### src/rtl/maple_frame_parser.sv
// Maple Bus frame parser: splits the receiver byte stream into header fields,
// forwarded payload bytes and a per-frame CRC/length status. Malformed frames
// are flushed up to their TLAST so the next frame always starts aligned.
module maple_frame_parser #(
  parameter int unsigned MAX_WORDS = 255
) (
  input  logic       S_AXIS_ACLK,
  input  logic       S_AXIS_ARESETN,
  input  logic       S_AXIS_TVALID,
  input  logic [7:0] S_AXIS_TDATA,
  input  logic       S_AXIS_TLAST,
  output logic       S_AXIS_TREADY,
  output logic       M_AXIS_TVALID,
  output logic [7:0] M_AXIS_TDATA,
  output logic       M_AXIS_TLAST,
  input  logic       M_AXIS_TREADY,
  output logic [7:0] HDR_LEN,
  output logic [7:0] HDR_SRC,
  output logic [7:0] HDR_DST,
  output logic [7:0] HDR_CMD,
  output logic       HDR_VALID,
  output logic       STATUS_VALID,
  output logic       CRC_ERROR,
  output logic       LEN_ERROR
);

  typedef enum logic [1:0] {
    ST_HDR,
    ST_PAYLOAD,
    ST_CRC,
    ST_DRAIN
  } state_t;

  state_t      state;
  logic [1:0]  hdr_idx;
  logic [9:0]  byte_cnt;
  logic [7:0]  crc_acc;
  logic        crc_pend;
  logic        len_pend;

  logic        beat;
  logic [9:0]  last_idx;
  logic        payload_last;
  logic        len_too_big;
  logic        crc_bad;

  // Only the payload path can stall: the single output register must be free
  // or draining this cycle before another payload byte is taken.
  assign S_AXIS_TREADY = (state == ST_PAYLOAD) ? (M_AXIS_TREADY || !M_AXIS_TVALID) : 1'b1;
  assign beat          = S_AXIS_TVALID && S_AXIS_TREADY;
  assign last_idx      = {HDR_LEN, 2'b00} - 10'd1;
  assign payload_last  = (byte_cnt == last_idx);
  assign len_too_big   = ({24'd0, HDR_LEN} > MAX_WORDS);
  assign crc_bad       = (S_AXIS_TDATA != crc_acc);

  // Frame FSM, header capture, CRC accumulation, payload output register and status.
  always_ff @(posedge S_AXIS_ACLK or negedge S_AXIS_ARESETN) begin
    if (!S_AXIS_ARESETN) begin
      state         <= ST_HDR;
      hdr_idx       <= 2'd0;
      byte_cnt      <= 10'd0;
      crc_acc       <= 8'd0;
      crc_pend      <= 1'b0;
      len_pend      <= 1'b0;
      M_AXIS_TVALID <= 1'b0;
      M_AXIS_TDATA  <= 8'd0;
      M_AXIS_TLAST  <= 1'b0;
      HDR_LEN       <= 8'd0;
      HDR_SRC       <= 8'd0;
      HDR_DST       <= 8'd0;
      HDR_CMD       <= 8'd0;
      HDR_VALID     <= 1'b0;
      STATUS_VALID  <= 1'b0;
      CRC_ERROR     <= 1'b0;
      LEN_ERROR     <= 1'b0;
    end else begin
      HDR_VALID    <= 1'b0;
      STATUS_VALID <= 1'b0;

      // The output register empties on its own handshake, whatever the state.
      if (M_AXIS_TVALID && M_AXIS_TREADY) begin
        M_AXIS_TVALID <= 1'b0;
      end

      if (beat) begin
        case (state)
          ST_HDR: begin
            crc_acc <= crc_acc ^ S_AXIS_TDATA;
            case (hdr_idx)
              2'd0:    HDR_LEN <= S_AXIS_TDATA;
              2'd1:    HDR_SRC <= S_AXIS_TDATA;
              2'd2:    HDR_DST <= S_AXIS_TDATA;
              default: HDR_CMD <= S_AXIS_TDATA;
            endcase
            if (S_AXIS_TLAST) begin
              // Truncated header: report framing error, stay aligned for next frame.
              hdr_idx      <= 2'd0;
              crc_acc      <= 8'd0;
              STATUS_VALID <= 1'b1;
              CRC_ERROR    <= 1'b0;
              LEN_ERROR    <= 1'b1;
            end else if (hdr_idx == 2'd3) begin
              hdr_idx   <= 2'd0;
              HDR_VALID <= 1'b1;
              byte_cnt  <= 10'd0;
              if (HDR_LEN == 8'd0) begin
                state <= ST_CRC;
              end else if (len_too_big) begin
                state    <= ST_DRAIN;
                len_pend <= 1'b1;
                crc_pend <= 1'b0;
              end else begin
                state <= ST_PAYLOAD;
              end
            end else begin
              hdr_idx <= hdr_idx + 2'd1;
            end
          end

          ST_PAYLOAD: begin
            crc_acc       <= crc_acc ^ S_AXIS_TDATA;
            byte_cnt      <= byte_cnt + 10'd1;
            M_AXIS_TVALID <= 1'b1;
            M_AXIS_TDATA  <= S_AXIS_TDATA;
            M_AXIS_TLAST  <= S_AXIS_TLAST || payload_last;
            if (S_AXIS_TLAST) begin
              // Frame ended early or without its CRC byte.
              state        <= ST_HDR;
              crc_acc      <= 8'd0;
              STATUS_VALID <= 1'b1;
              CRC_ERROR    <= 1'b0;
              LEN_ERROR    <= 1'b1;
            end else if (payload_last) begin
              state <= ST_CRC;
            end
          end

          ST_CRC: begin
            if (S_AXIS_TLAST) begin
              state        <= ST_HDR;
              crc_acc      <= 8'd0;
              STATUS_VALID <= 1'b1;
              CRC_ERROR    <= crc_bad;
              LEN_ERROR    <= 1'b0;
            end else begin
              // Extra bytes after the CRC: remember the CRC verdict, flush the rest.
              state    <= ST_DRAIN;
              crc_pend <= crc_bad;
              len_pend <= 1'b1;
            end
          end

          default: begin
            if (S_AXIS_TLAST) begin
              state        <= ST_HDR;
              crc_acc      <= 8'd0;
              STATUS_VALID <= 1'b1;
              CRC_ERROR    <= crc_pend;
              LEN_ERROR    <= len_pend;
            end
          end
        endcase
      end
    end
  end

endmodule

### config.mk
export PLATFORM = sky130hd
export DESIGN_NAME = maple_frame_parser
export DESIGN_NICKNAME = d
export VERILOG_FILES = /design/src/rtl/maple_frame_parser.sv
export SDC_FILE = /design/constraint.sdc
export NUM_CORES = 1
export LEC_CHECK = 0
export CORE_MARGIN = 10
export CORE_UTILIZATION = 40
export DETAILED_ROUTE_END_ITERATION = 12
export GPL_TIMING_DRIVEN = 0
export SETUP_SLACK_MARGIN = 0.5
export SLEW_MARGIN = 20
export SYNTH_ARGS = -nofsm -noshare
export SYNTH_HDL_FRONTEND = slang
export SYNTH_SLANG_ARGS = --single-unit
### constraint.sdc
create_clock -name S_AXIS_ACLK -period 2.3 [get_ports S_AXIS_ACLK]
set_input_delay 0.345 -clock S_AXIS_ACLK [delete_from_list [all_inputs] [get_ports S_AXIS_ACLK]]
set_output_delay 0.345 -clock S_AXIS_ACLK [all_outputs]
set_load 0.05 [all_outputs]
**Word level (Yosys, flattened, before mapping)**

Cells that the tools add are included.

- Input bits: 13
- Register bits: 70
- Word-level logic and storage cells: 90

- Muxes and demuxes: 33
- Eq/ne operators: 10
- Reductions and logical operators: 24
- Bitwise logic cells: 3
- Add/sub/neg operators: 3

Operators with widths:

| kind | count |
|---|---|
| 8-bit 2-to-1 mux | 3 |
| 10-bit 2-to-1 mux | 2 |
| 10-bit case mux with 2 select lines | 1 |
| 2-bit 2-to-1 mux | 9 |
| 1-bit 2-to-1 mux | 15 |
| 3-bit AND reduction | 5 |
| 10-bit by 1-bit adder with 10-bit output, second input constant | 1 |
| 10-bit equality test | 1 |
| 10-bit by 1-bit subtractor with 10-bit output, second input constant | 1 |
| 8-bit logical NOT | 1 |
| 8-bit inequality test | 1 |
| 2-bit AND reduction | 4 |
| 8-bit XOR | 1 |
| 2-bit equality test, second input constant | 3 |
| 2-bit case mux with 3 select lines | 1 |
| 5-bit AND reduction | 1 |
| 2-bit by 1-bit equality test with 1-bit output, second input constant | 2 |
| 2-bit logical NOT | 2 |
| 2-bit inequality test, second input constant | 2 |
| 1-bit case mux with 2 select lines | 2 |
| 4-bit AND reduction | 1 |
| 2-bit nonzero test | 2 |
| 4-bit nonzero test | 1 |
| 3-bit inequality test, second input constant | 1 |
| 7 further kinds | 10 |

**Logic depth before layout (Yosys ltp)**

Gate-level depths: netlist (run 1).

- Depth after elaboration: 5
- Depth in mapped cells: 8
- Mapped depth without buffers: 7

**Least setup slack after synthesis (run 1)**

OpenSTA, ideal clock, no wires.

- Path type: register to register
- Start point: reg HDR_LEN[0]
- End point: reg state[0]
- Path slack: 16 ps
- Data arrival time: 2165 ps
- Library setup time: 120 ps
- Stages on the path, launching flop included: 8
- Buffers on the path: 0
- Cell sequence: dfrtp_1 -> inv_1 -> ha_1 -> xnor2_1 -> and4b_1 -> a31oi_1 -> a2111o_1 -> a31o_1

- Word-level cells in the longest chain between the ends: 5
- Elaborated cells on any way between the ends: 9

RTL lines:

| item | line | RTL |
|---|---|---|
| start, declared | 17 | `output logic [7:0] HDR_LEN,` |
| start signal, assigned | 68 | `HDR_LEN <= 8'd0;` |
| start signal, assigned | 90 | `2'd0: HDR_LEN <= S_AXIS_TDATA;` |
| branches (longest 5 deep; another with 10-bit by 1-bit subtractor with 10-bit output) | - |  |
| end signal, assigned | 107 | `state <= ST_CRC;` |
| end signal, assigned | 109 | `state <= ST_DRAIN;` |
| end signal, assigned | 113 | `state <= ST_PAYLOAD;` |
| end, declared | 34 | `state_t state;` |

Several ways; the timed one is not identified. The select of a mux whose other input is x is not followed.
A chain may end at the register's enable or synchronous reset.

**Final worst setup path (run 1)**

- Start point: reg HDR_LEN[0]
- End point: reg state[1]

The elaborated chain is that of the path after synthesis.

==> impl_results.md, run 1 <==
- Result of the run: completed
- Share of cells above drive strength 1: 0.265
- Die extent in x: 112 um
- Placeable core area: 0.00826 mm2
- Hold Crit Class: in2reg
- Clock insertion delay at the later pin of the skew report: 350 ps
- Number of slew-limit violations in the final report: 0
- Hold Path End: HDR_LEN[1]$_DFFE_PN0P_
- TritonCTS clock tree: built
- Period utilisation layout: 0.852
- Required time reported for the critical path endpoint: 2560 ps
- Tmin final: 1960 ps
- CP delay by family, top: compound AO/OA/AOI/OAI gates
- Initial DRC Count: 100
- Worst ir drop on vdd: 0.000905 V
- Placement-stage worst setup slack: -156 ps
- Cell area after synthesis: 0.00342 mm2
- Placer Congestion: 0.804
- Unrepaired setup endpoints after global routing: true
- Number of antenna-violating nets in the routed design: 0
- Ports placed on the boundary: 60
- WP data arrival: 2220 ps
- Multi-input combinational cell area: 0.00163 mm2
- Via/cell ratio: 5.22
- Final core utilization: 0.539
- Cells taking the most area after synthesis: sky130_fd_sc_hd__dfrtp_1 (51%), sky130_fd_sc_hd__mux2_2 (13%), sky130_fd_sc_hd__xor2_1 (3.6%)
- Drt drc: 0
- Number of buffers and inverters on the critical path: 0
- Max Clock Skew: 13.7 ps
- Number of global-route vias before repair: 2675
- Startpoint of the worst setup timing path: HDR_LEN[0]$_DFFE_PN0P_
- Warnings from Yosys: 0
- Slew at the pin with the worst max-slew slack: 529 ps
- Worst-path clk slew: 80 ps
- Synthesized net count: 333
- Number of detailed-route iterations in the first pass: 4
- Maximum achievable frequency: 510 MHz
- Number of filler cells placed in the layout: 748
- Number of failing hold endpoints at the final stage: 0
- Standby leakage power: 1.98 nW
- Total clock sinks: 70
- Hold path cells: 3
- PortBufs: 56
- Average cell area after synthesis: 11.0 um2
- Vertical die dimension: 112 um
- Leading cell type in the layout, fill and taps excluded: sky130_fd_sc_hd__dfrtp_1
- Worst R2R Setup Slack: 340 ps
- Share of synthesized registers carrying an async set or reset: 1.00
- FF-to-FF path depth: 5
- Total wire length: 8.45 mm
- Count of max-cap constraint violations: 0
- Slowest Stage Delay on Critical Path: 540 ps
- Power density normalized to cell area: 1540 mW/mm2
- Final setup violating endpoints: 0
- Hold path startpoint: S_AXIS_TDATA[1]
- Half-perimeter wire length of the detailed placement result: 6.09 mm
- Type of the worst setup path: reg2reg
- Area Growth Syn to Fin: 30.2%
- Worst slew margin relative to its limit: 0.649
- Worst reg2reg startpoint: HDR_LEN[0]$_DFFE_PN0P_
- Clock buffer count from CTS: 9
- Critical R2R Capture: state[1]$_DFFE_PN0P_
- Register bit count reported by yosys: 70
- Number of flops mapped to enable cells by yosys: 0
- Sequential area share after synthesis: 0.512
- Cell taking the most area after synthesis: sky130_fd_sc_hd__dfrtp_1
- Antenna violations before repair: 0
- Highest-count cells in the layout ignoring fill and taps: sky130_fd_sc_hd__dfrtp_1 (61), sky130_fd_sc_hd__dlygate4sd2_1 (45), sky130_fd_sc_hd__mux2_2 (38), sky130_fd_sc_hd__nand2_1 (25), sky130_fd_sc_hd__nor2_1 (20)
- Area share of the largest cell type after synthesis: 0.512
- H-tree levels: 3
- Wire length per cell after detailed routing: 17.0 um
- Placement row count: 33
- Area enclosed by the die boundary: 0.0127 mm2
- CP Cell Sequence: or4_4 -> nor2_2 -> xnor2_1 -> a2111o_1 -> a221oi_2
- Critical-path top delay cell: sky130_fd_sc_hd__or4_4
- Most frequently used flop master after synthesis: sky130_fd_sc_hd__dfrtp_1
- Vias post-DR: 2600
- Post-Synthesis Cells: 312
- Type of element capturing the critical path: flip-flop
- Count of nets after finishing: 409
- CP startpoint kind: flip-flop
- Post-synthesis cell type count: 43
- Crit-path max FO: 4
- Maximum clock insertion buffer count: 2
- Sequential cell area in the final layout: 0.00176 mm2
- Final global-route overflow total: 0
- Layout Cell Area excl Fill: 0.00445 mm2
- Global-route wire length before repair: 14.0 mm
- Global Route Usage Sum: 0.134
- CTS Root Cell: sky130_fd_sc_hd__clkbuf_8
- Initial Utilization: 0.414
- Post-placement cell area: 0.00417 mm2
- Worst Setup Slack, final: 340 ps
- Antenna Diode Count: 0
- Pin count of the biggest net entering global routing: 44
==> synth_stat cells (2+ instances only) <==
cell type                   count
sky130_fd_sc_hd__nand4_1        4
sky130_fd_sc_hd__a21boi_0       8
sky130_fd_sc_hd__dfrtp_1       70
sky130_fd_sc_hd__a21oi_1        8
sky130_fd_sc_hd__inv_1          8
sky130_fd_sc_hd__nor2_1        21
sky130_fd_sc_hd__clkbuf_1      12
sky130_fd_sc_hd__mux2_2        38
sky130_fd_sc_hd__nand3_1        6
sky130_fd_sc_hd__nand2b_1       2
sky130_fd_sc_hd__nor4_1         3
sky130_fd_sc_hd__and2_1         5
sky130_fd_sc_hd__nand3b_1       2
sky130_fd_sc_hd__ha_1           8
sky130_fd_sc_hd__o31ai_1        2
sky130_fd_sc_hd__nor3_1         5
sky130_fd_sc_hd__o21ai_0       16
sky130_fd_sc_hd__o2111ai_1      2
sky130_fd_sc_hd__xor2_1        14
sky130_fd_sc_hd__xnor2_1       11
sky130_fd_sc_hd__buf_2          5
sky130_fd_sc_hd__or2_2          2
sky130_fd_sc_hd__nand2_1       25
sky130_fd_sc_hd__a31oi_1       13
sky130_fd_sc_hd__and3_1         4
==> metal layers <==
metal  global-route usage  vias to the layer above  part of all wire
met1                0.163                     1265              0.44
li1                     -                     1255                 -
met4               0.0254                        0            0.0072
met3               0.0751                        5             0.097
met2                0.205                       75              0.45
met5                    0                        -                 0
==> state kept, by name, indices dropped and copies added, names as in the netlist <==
signal         cells
STATUS_VALID       1
M_AXIS_TLAST       1
M_AXIS_TVALID      1
HDR_DST            8
HDR_CMD            8
byte_cnt          10
HDR_VALID          1
len_pend           1
state              2
LEN_ERROR          1
HDR_LEN            8
CRC_ERROR          1
M_AXIS_TDATA       8
hdr_idx            2
crc_acc            8
HDR_SRC            8
crc_pend           1
==> where the power goes <==
part | switching [mW] | internal (mW)
Clock | 0.519 | 0.514
Sequential | 0.388 | 1.77
Combinational | 2.42 | 1.26
Total | 3.32 | 3.54
==> worst reg2reg max path: stages, from the launching register on <==
cell	delay [ps]
sky130_fd_sc_hd__dfrtp_2	440
sky130_fd_sc_hd__or4_4	540
sky130_fd_sc_hd__nor2_2	100
sky130_fd_sc_hd__xnor2_1	80
sky130_fd_sc_hd__a2111o_1	480
sky130_fd_sc_hd__a221oi_2	240
==> metrics by stage <==
| step | std cells | power [mW] | hold slack [ps] | TNS [ps] |
|---|---|---|---|---|
| 6_report | 498 | 6.87 | 425 | 0 |
| 2_1_floorplan | 312 | 4.75 | 49.4 | 0 |
| 4_1_cts | 497 | 6.85 | 412 | 0 |
| 3_5_place_dp | 474 | 5.99 | 302 | -196 |
| 3_3_place_gp | 473 | 5.93 | 457 | -112820 |
| 5_1_grt | 498 | 7.31 | 413 | 0 |
==> cells by family after synthesis <==
logic type      Yosys count  share of synthesized area
simple gates             87                      0.127
flops                    70                      0.512
compound gates           56                      0.105
mux                      39                      0.128
buf+inv                  27                     0.0340
xor+xnor                 25                     0.0640
fa+ha+maj                 8                     0.0293
==> final cells by class <==
type,instances,share of cell area
clock inverter,7,0.0174
tap,105,0.0295
timing repair buffer,65,0.132
buffer,19,0.0258
sequential,70,0.396
inverter,8,0.00674
multi-input combinational,215,0.365
clock buffer,9,0.0278
==> repair_timing <==
item / CTS / global route
endpoints found under the setup margin: 105 / 54
pin swaps: 3 / 4
setup buffers: 6 / 1
gates resized for setup: 59 / 25
hold buffers: 1 / 0
endpoints found under the hold margin: 27 / 0
==> worst max path at each step <==
stage	to	depth (start not counted)	slack, ps
detailed placement	state[0]$_DFFE_PN0P_	6	-160
global placement	HDR_LEN[5]$_DFFE_PN0P_	1	-1850
finish	state[1]$_DFFE_PN0P_	5	340
global route	state[0]$_DFFE_PN0P_	6	270
CTS	S_AXIS_TREADY	3	280
floorplan	state[0]$_DFFE_PN0P_	7	360
Note: power is estimated with default switching activity, not from simulation.
==> inputs of run 2 (changes only) <==
- SKIP_CTS_REPAIR_TIMING: default -> 1
==> run 2 against run 1 <==
Critical endpoint is now S_AXIS_TREADY. Critical path depth decreased by 2. Total power increased by 3.4%. Final cell count decreased by 0.40%. Via count decreased by 0.35%. Combinational power increased by 5.7%. Largest power group unchanged. Count of clock-buffer cells in the layout unchanged. Sequential power about the same.
==> impl_results.md, run 2 (same netlist as run 1, synthesis figures left out) <==
- Result of the run: completed
- Ports placed on the boundary: 60
- Number of antenna-violating nets in the routed design: 0
- WP data arrival: 1630 ps
- Placeable core area: 0.00826 mm2
- Half-perimeter wire length of the detailed placement result: 6.09 mm
- Leading cell type in the layout, fill and taps excluded: sky130_fd_sc_hd__dfrtp_1
- Clock insertion delay at the later pin of the skew report: 340 ps
- Number of global-route vias before repair: 2670
- Final setup violating endpoints: 0
- CP Cell Sequence: nand2b_1 -> or2_2 -> dlymetal6s2s_1
- Hold Crit Class: in2reg
- Vias post-DR: 2591
- Pin count of the biggest net entering global routing: 44
- Standby leakage power: 2.40 nW
- Critical-path top delay cell: sky130_fd_sc_hd__dfrtp_1
- Number of slew-limit violations in the final report: 0
- Largest register FFs: 10
- H-tree levels: 3
- Number of failing hold endpoints at the final stage: 0
- Worst-path clk slew: 80 ps
- Slew at the pin with the worst max-slew slack: 561 ps
- Number of buffers and inverters on the critical path: 1
- Type of element capturing the critical path: output port
- Global Route Usage Sum: 0.133
- Worst ir drop on vdd: 0.000855 V
- Slowest Stage Delay on Critical Path: 450 ps
- Worst slew margin relative to its limit: 0.625
- Crit-path max FO: 7
- Post-placement cell area: 0.00417 mm2
- Total clock sinks: 70
- Drt drc: 0
- Max Clock Skew: 6.09 ps
- Tmin final: 1980 ps
- Antenna Diode Count: 0
- Placer Congestion: 0.804
- Count of max-cap constraint violations: 0
- Die extent in x: 112 um
- Wire length per cell after detailed routing: 17.1 um
- Area enclosed by the die boundary: 0.0127 mm2
- CP startpoint kind: flip-flop
- Global-route wire length before repair: 13.9 mm
- Initial DRC Count: 118
- Hold slack final: 411 ps
- Placement row count: 33
- Power density normalized to cell area: 1530 mW/mm2
- Unrepaired setup endpoints after global routing: true
- TritonCTS clock tree: built
- Antenna violations before repair: 0
- Post-route setup TNS: 0 ps
- Clock buffer count from CTS: 9
- Total wire length: 8.46 mm
- Vertical die dimension: 112 um
- Number of detailed-route iterations in the first pass: 4
- Area Growth Syn to Fin: 35.4%
- Via/cell ratio: 5.22
- Required time reported for the critical path endpoint: 1960 ps
- CP delay by family, top: simple AND/OR/NAND/NOR gates
- Layout Cell Area excl Fill: 0.00463 mm2
- Biggest register: byte_cnt
- Count of nets after finishing: 407
- Initial Utilization: 0.414
- Type of the worst setup path: reg2out
- Maximum achievable frequency: 506 MHz
- Period utilisation layout: 0.860
- Maximum clock insertion buffer count: 2
- PortBufs: 56
- Final global-route overflow total: 0
- CTS Root Cell: sky130_fd_sc_hd__clkbuf_8
- Share of cells above drive strength 1: 0.261
- Highest-count cells in the layout ignoring fill and taps: sky130_fd_sc_hd__dfrtp_1 (61), sky130_fd_sc_hd__dlymetal6s2s_1 (47), sky130_fd_sc_hd__mux2_2 (38), sky130_fd_sc_hd__nand2_1 (25), sky130_fd_sc_hd__nor2_1 (20)
run 2: metal layers:
layer	global-route usage	wire [um]
met4	0.0254	50
met1	0.159	3690
met3	0.0767	808
met2	0.206	3910
met5	0	0
run 2: through the flow:
step                worst slack, ps  utilization  std cells  total power, mW
floorplan                       360            -        312             4.75
global placement              -1850        0.502        473             5.93
detailed placement             -156        0.505        474             5.99
CTS                           -75.6        0.529        490             7.05
global route                    217        0.561        496             7.55
finish                          323        0.561        496             7.10
run 2: worst paths after layout:
| check | cells past startpoint | startpoint | slack (ps) | end |
|---|---|---|---|---|
| min in group asynchronous | 2 | S_AXIS_ARESETN | 470 | M_AXIS_TDATA[0]$_DFFE_PN0P_ |
| worst min-delay path | 3 | S_AXIS_TDATA[0] | 410 | HDR_LEN[0]$_DFFE_PN0P_ |
| worst max-delay path | 3 | state[1]$_DFFE_PN0P_ | 320 | S_AXIS_TREADY |
| worst min register to register | 1 | len_pend$_DFFE_PN0P_ | 480 | len_pend$_DFFE_PN0P_ |
| max in group asynchronous | 3 | S_AXIS_ARESETN | 1290 | hdr_idx[0]$_DFFE_PN0P_ |
| worst max register to register | 7 | HDR_LEN[0]$_DFFE_PN0P_ | 340 | state[1]$_DFFE_PN0P_ |
run 2: power by group:
part	internal, mW	switching (mW)
sequential	1.77	0.421
combinational	1.50	2.39
clock	0.514	0.509
run 2: worst register-to-register path: cells and delay by family, from the launching register on:
kind                     cells  cell delay (ps)
AO/OA/AOI/OAI                4              950
XOR/XNOR                     1              130
adder cells (fa/ha/maj)      1              210
buffers and inverters        1              100
flip-flops                   1              470
run 2: area by class of cell:
type                            instances  area [um2]
Tap cell                              105         131
Multi-Input combinational cell        215        1630
Clock inverter                          7        77.6
Timing Repair Buffer                   63         763
Sequential cell                        70        1760
Clock buffer                            9         124
Buffer                                 19         113
Fill cell                             727        3620
Inverter                                8        30.0
